==> config.mk <==
export PLATFORM = sky130hd
export DESIGN_NAME = tri_read_fifo
export DESIGN_NICKNAME = d
export VERILOG_FILES = /design/src/rtl/tri_fifo_pkg.sv /design/src/rtl/fifo_ptr_wrap.sv /design/src/rtl/tri_read_fifo.sv
export SDC_FILE = /design/constraint.sdc
export NUM_CORES = 2
export LEC_CHECK = 0
export ABC_AREA = 1
export ABC_CLOCK_PERIOD_IN_PS = 6000
export CAP_MARGIN = 20
export CORE_MARGIN = 2
export CORE_UTILIZATION = 40
export CTS_CLUSTER_SIZE = 10
export DETAILED_ROUTE_END_ITERATION = 7
export SLEW_MARGIN = 20
export SYNTH_ARGS = -nofsm -noshare
export SYNTH_HDL_FRONTEND = slang
export SYNTH_SLANG_ARGS = --single-unit
==> constraint.sdc <==
create_clock -name clk -period 6 [get_ports clk]
set_clock_uncertainty 0.05 [all_clocks]
set_input_delay 0.6 -clock clk [delete_from_list [all_inputs] [get_ports clk]]
set_output_delay 0.6 -clock clk [all_outputs]
set_load 0.1 [all_outputs]
==> src/rtl/tri_fifo_pkg.sv <==
`default_nettype none
// ============================================================================
// Module   : tri_fifo_pkg
// Brief    : Shared read-count encodings, valid-mask table and pointer sizing
//            for the tri-read FIFO.
// Revision : 1.0 - initial release
// ============================================================================
package tri_fifo_pkg;

    localparam logic [1:0] RD_NONE  = 2'd0;
    localparam logic [1:0] RD_ONE   = 2'd1;
    localparam logic [1:0] RD_TWO   = 2'd2;
    localparam logic [1:0] RD_THREE = 2'd3;

    // Indexed by read count: 000, 001, 011, 111.
    localparam logic [11:0] VALID_MASK_TABLE = {3'b111, 3'b011, 3'b001, 3'b000};

    function automatic int ptr_width(input int depth);
        return (depth <= 2) ? 1 : $clog2(depth);
    endfunction

    function automatic logic [2:0] valid_mask(input logic [1:0] n);
        return VALID_MASK_TABLE[3*n +: 3];
    endfunction

endpackage
`default_nettype wire

==> src/rtl/fifo_ptr_wrap.sv <==
`default_nettype none
// ============================================================================
// Module   : fifo_ptr_wrap
// Brief    : Combinational modular adder, (ptr + inc) mod DEPTH, inc in 0..3.
// Revision : 1.0 - initial release
// ============================================================================
module fifo_ptr_wrap
    import tri_fifo_pkg::*;
#(
    parameter int DEPTH = 24,
    parameter int PTR_W = 5
) (
    input  logic [PTR_W-1:0] ptr,
    input  logic [1:0]       inc,
    output logic [PTR_W-1:0] sum
);

    localparam logic [PTR_W:0] c_depth = (PTR_W+1)'(DEPTH);

    logic [PTR_W:0] w_raw;
    logic [PTR_W:0] w_wrapped;

    // ptr <= DEPTH-1 and inc <= 3 keep the raw sum below 2*DEPTH, so one
    // conditional subtract is a full modulo for any DEPTH >= 3.
    always_comb begin
        w_raw     = {1'b0, ptr} + (PTR_W+1)'(inc);
        w_wrapped = (w_raw >= c_depth) ? (w_raw - c_depth) : w_raw;
        sum       = w_wrapped[PTR_W-1:0];
    end

endmodule
`default_nettype wire

==> src/rtl/tri_read_fifo.sv <==
`default_nettype none
// ============================================================================
// Module   : tri_read_fifo
// Brief    : Single-write FIFO whose read port pops 0..3 entries per cycle
//            with registered outputs. Define TRI_READ_FIFO_ERR_EN to add
//            sticky overflow/underflow flags.
// Revision : 1.0 - initial release
// ============================================================================
module tri_read_fifo
    import tri_fifo_pkg::*;
#(
    parameter int WIDTH = 64,
    parameter int DEPTH = 24
) (
    input  logic                       clk,
    input  logic                       rst,
    input  logic [WIDTH-1:0]           data_in,
    input  logic                       write,
    input  logic [1:0]                 read_cnt,
    output logic [WIDTH-1:0]           data_out1,
    output logic [WIDTH-1:0]           data_out2,
    output logic [WIDTH-1:0]           data_out3,
    output logic [2:0]                 out_valid,
    output logic [$clog2(DEPTH+1)-1:0] count,
    output logic                       fifo_full,
    output logic                       fifo_empty
`ifdef TRI_READ_FIFO_ERR_EN
   ,output logic                       overflow,
    output logic                       underflow
`endif
);

    localparam int PTR_W = ptr_width(DEPTH);
    localparam int CNT_W = $clog2(DEPTH+1);

    generate
        if (DEPTH < 3) begin : g_depth_check
            $error("tri_read_fifo: DEPTH must be >= 3");
        end
    endgenerate

    logic [WIDTH-1:0] r_mem [DEPTH];
    logic [PTR_W-1:0] r_wr_ptr;
    logic [PTR_W-1:0] r_rd_ptr;
    logic [CNT_W-1:0] r_count;
    logic [WIDTH-1:0] r_data_out1;
    logic [WIDTH-1:0] r_data_out2;
    logic [WIDTH-1:0] r_data_out3;
    logic [2:0]       r_out_valid;

    logic [PTR_W-1:0] w_wr_ptr_next;
    logic [PTR_W-1:0] w_rd_ptr_next;
    logic [PTR_W-1:0] w_rd_ptr_p1;
    logic [PTR_W-1:0] w_rd_ptr_p2;
    logic             w_wr_accept;
    logic             w_rd_accept;
    logic [CNT_W-1:0] w_count_next;

    fifo_ptr_wrap #(.DEPTH(DEPTH), .PTR_W(PTR_W)) u_wr_wrap (
        .ptr(r_wr_ptr), .inc(RD_ONE), .sum(w_wr_ptr_next)
    );
    fifo_ptr_wrap #(.DEPTH(DEPTH), .PTR_W(PTR_W)) u_rd_wrap (
        .ptr(r_rd_ptr), .inc(read_cnt), .sum(w_rd_ptr_next)
    );
    fifo_ptr_wrap #(.DEPTH(DEPTH), .PTR_W(PTR_W)) u_rd_p1_wrap (
        .ptr(r_rd_ptr), .inc(RD_ONE), .sum(w_rd_ptr_p1)
    );
    fifo_ptr_wrap #(.DEPTH(DEPTH), .PTR_W(PTR_W)) u_rd_p2_wrap (
        .ptr(r_rd_ptr), .inc(RD_TWO), .sum(w_rd_ptr_p2)
    );

    // Both acceptances look only at the pre-edge count: a same-cycle pop
    // never frees room for the write, and a fresh write is never popped.
    always_comb begin
        w_wr_accept  = write && !fifo_full;
        w_rd_accept  = (read_cnt != RD_NONE) && (CNT_W'(read_cnt) <= r_count);
        w_count_next = r_count + CNT_W'(w_wr_accept)
                       - (w_rd_accept ? CNT_W'(read_cnt) : '0);
    end

    always_ff @(posedge clk) begin
        if (!rst && w_wr_accept) begin
            r_mem[r_wr_ptr] <= data_in;
        end
    end

    always_ff @(posedge clk) begin
        if (rst) begin
            r_wr_ptr    <= '0;
            r_rd_ptr    <= '0;
            r_count     <= '0;
            r_out_valid <= 3'b000;
            r_data_out1 <= '0;
            r_data_out2 <= '0;
            r_data_out3 <= '0;
        end else begin
            r_count <= w_count_next;
            if (w_wr_accept) begin
                r_wr_ptr <= w_wr_ptr_next;
            end
            if (w_rd_accept) begin
                r_rd_ptr    <= w_rd_ptr_next;
                r_out_valid <= valid_mask(read_cnt);
                if (read_cnt >= RD_ONE) begin
                    r_data_out1 <= r_mem[r_rd_ptr];
                end
                if (read_cnt >= RD_TWO) begin
                    r_data_out2 <= r_mem[w_rd_ptr_p1];
                end
                if (read_cnt == RD_THREE) begin
                    r_data_out3 <= r_mem[w_rd_ptr_p2];
                end
            end else begin
                r_out_valid <= 3'b000;
            end
        end
    end

`ifdef TRI_READ_FIFO_ERR_EN
    logic r_overflow;
    logic r_underflow;

    always_ff @(posedge clk) begin
        if (rst) begin
            r_overflow  <= 1'b0;
            r_underflow <= 1'b0;
        end else begin
            if (write && fifo_full) begin
                r_overflow <= 1'b1;
            end
            if ((read_cnt != RD_NONE) && (CNT_W'(read_cnt) > r_count)) begin
                r_underflow <= 1'b1;
            end
        end
    end

    assign overflow  = r_overflow;
    assign underflow = r_underflow;
`endif

    assign data_out1  = r_data_out1;
    assign data_out2  = r_data_out2;
    assign data_out3  = r_data_out3;
    assign out_valid  = r_out_valid;
    assign count      = r_count;
    assign fifo_full  = (r_count == CNT_W'(DEPTH));
    assign fifo_empty = (r_count == '0);

endmodule
`default_nettype wire

==> flow_summary.ini <==
[outcome]
status = complete, but fails checks
violations = DRC

[grt]
antenna_found_initial = 22
grt_overflow_total = 0
grt_max_degree = 263
track_usage_pct = 29.64
grt_pass1_wl_um = 522900
grt_pass1_vias = 78480

[final_layout]
fin_nets = 11090
final_common_cell = nand2_1
ff_latch_area_mm2 = 0.05035
design_area_mm2 = 0.1032
areaGrowthSynthToFinish_pct = 11.10
fillers = 21880
final_util_pct = 44.77
drive_above_1_share_pct = 4.192
final_cell_mix = nand2_1, nand3_1, edfxtp_1, nor2_1, o21ai_0
final_cells = 14200
multi_input_area_mm2 = 0.03701

[power]
power_mw = 54.57
leakagePower_nw = 39.41
vdd_drop_max_mv = 0.4912
power_density_mw_per_mm2 = 528.6

[placed_design]
gp_congestion = 0.8901
pre_cts_slack_ns = 1.719
dp.final_hpwl_um = 204500
dp.cells = 13830
place_area_mm2 = 0.09750
numPortBuffers = 270

[setup_path]
crit_path_start_kind = flop
arrival_ns = 5.20
cp.required_ns = 6.70
setup.worst_path.class = flop to flop
startpoint = r_rd_ptr[2]$_SDFFE_PP0N_
cp_max_fo = 39
r2r_start = r_rd_ptr[2]$_SDFFE_PP0N_
cp-end-kind = flop

[logic_synthesis]
yosys.area_share.simple_pct = 29.63
synth_cell_types = 37
synth_edf_count = 1536
ys_dominant_reg_cell = edfxtp_1
async_reset_ff_share_pct = 0
synth_top_family_by_area = simple AND/OR/NAND/NOR gates
syn_inst = 11240
synth_compound_area_share_pct = 9.539
yosysTopAreaCell = edfxtp_1
seq_area_frac_synth_pct = 54.17
ys_seq_elements = 1746
synthXorXnorAreaFrac_pct = 0.05656
synth_nets = 11330
netlist_area_mm2 = 0.09291
synthMuxAreaShare_pct = 0
synth_top_area_share_pct = 49.64
yosysWarnings = 0
yosys-top-cells-area = edfxtp_1, nand3_1, nand2_1, o21ai_0, dfxtp_1
synth.avg_cell_area_um2 = 8.267
synth_fa_ha_area_share_pct = 0.3124

[sta]
whs_ns = 0.08093
setup_viol_count_final = 0
fin_crit_sh_pct = 74.92
layout_setup_ws_ns = 1.505
hold_viol = 0
max_freq_ghz = 0.2225
drv_slew = 0
slew_headroom_pct = 17.63
grt_setup_unrepaired = no
period_needed_ns = 4.495
worst_pin_slew_ns = 1.232
tns_ns = 0

[detailed_routing]
antenna_left = 0
wl_per_cell_um = 25.48
num_vias = 85470
drc = 10
drt_iter0_drc = 12790
drt-pass1-iter-count = 8
wl_um = 361900
vias_per_cell = 6.019

[clocking]
htreeDepth = 4
ctsResizeCount = 0
insertion_delay_ns = 0.84
clk_pin_slew_ns = 0.06
cts_root_buf = clkbuf_16
numClockSinks = 1746
cts_hold_buf = 0
cts_buffers = 196
cts_setup_buffers = 0
cts_tree = built
cts_buffer_depth = 3

[floorplanning]
fp.dieArea_mm2 = 0.2361
core_mm2 = 0.2306
pin_count = 271
rows = 176
start_util_pct = 40.30
die_w_um = 485.9
die_h_um = 485.9

[job]
cap_violations = 0

[min_path]
hp-class = input port to flop
worstHoldStart = rst
Yosys cell counts, types with 2 or more instances:
cell type     n
a21oi_1     313
clkbuf_1    370
ha_1         20
xor2_1        5
o21ai_0     842
buf_2       288
buf_4        36
edfxtp_1   1536
o21ai_1      35
or2_0         2
o21ai_2       2
buf_1       154
or2_1         2
nand4_1       3
nand3_1    2400
or2_2         7
nor3_1        3
and2_0        6
and2_1       13
inv_1       492
nand2_1    2953
inv_2        17
o211ai_1    381
fa_1          2
dfxtp_1     210
nor2_1     1115
buf_6        21
path summary, 6_finish.rpt:
| check | endpoint | slack, ns | cells after the start |
|---|---|---|---|
| setup / recovery | data_out2[25]$_SDFFE_PP0P_ | 1.50 | 9 |
| hold reg to reg | data_out1[18]$_SDFFE_PP0P_ | 0.48 | 2 |
| setup reg to reg | data_out2[25]$_SDFFE_PP0P_ | 1.50 | 9 |
| hold / removal | count[1]$_SDFF_PP0_ | 0.08 | 2 |
where the power goes:
part | internal [mW] | switching [mW] | total, mW
clock | 6.23 | 4.96 | 11.2
sequential | 13.8 | 1.01 | 14.9
combinational | 7.45 | 21.1 | 28.5
per-layer routing:
metal / track usage [%] / wire length [um] / share of wire (%) / up-vias
li1: - / - / - / 38220
met1: 38.68 / 137400 / 38 / 40520
met2: 45.93 / 160800 / 44 / 5696
met3: 5.871 / 41760 / 12 / 1028
met4: 17.01 / 21890 / 6.0 / 10
met5: 0 / 69 / 0.019 / -
critical path: stages, from the launching register on:
cell and delay [ns]:
dfxtp_4 0.82, nand2_4 0.42, inv_2 0.59, nand3_1 0.15, nand2_1 0.23, nor2_4 0.08, inv_4 0.69, buf_4 0.70
nand3_1 0.40, a21oi_1 0.22
kinds of logic (layout without fill, tap and decap cells):
family | count (synthesis) | count (layout)
other | 0 | 9
xor gates and xnor gates | 6 | 6
buffers and inverters | 1380 | 1307
adders and majority gates | 22 | 22
DFF | 1746 | 1746
and+or+nand+nor | 6507 | 6507
AOI/OAI and AO/OA | 1577 | 1577
final cells by class:
type                       count  share of cell area, %
sequential                  1746                  48.77
clock inverter                16                 0.1442
antenna                        9                0.02182
inverter                     510                  1.922
clock buffer                 350                  5.402
multi-input combinational   8112                  35.85
timing repair buffer         431                  4.213
tap                         3026                  3.668
flip-flops by register name, indices dropped and copies added, names as in the netlist:
name / count
count: 5
data_out1: 64
data_out2: 64
data_out3: 64
out_valid: 3
r_mem: 1536
r_rd_ptr: 5
r_wr_ptr: 5
Note: power is estimated with default switching activity, not from simulation.
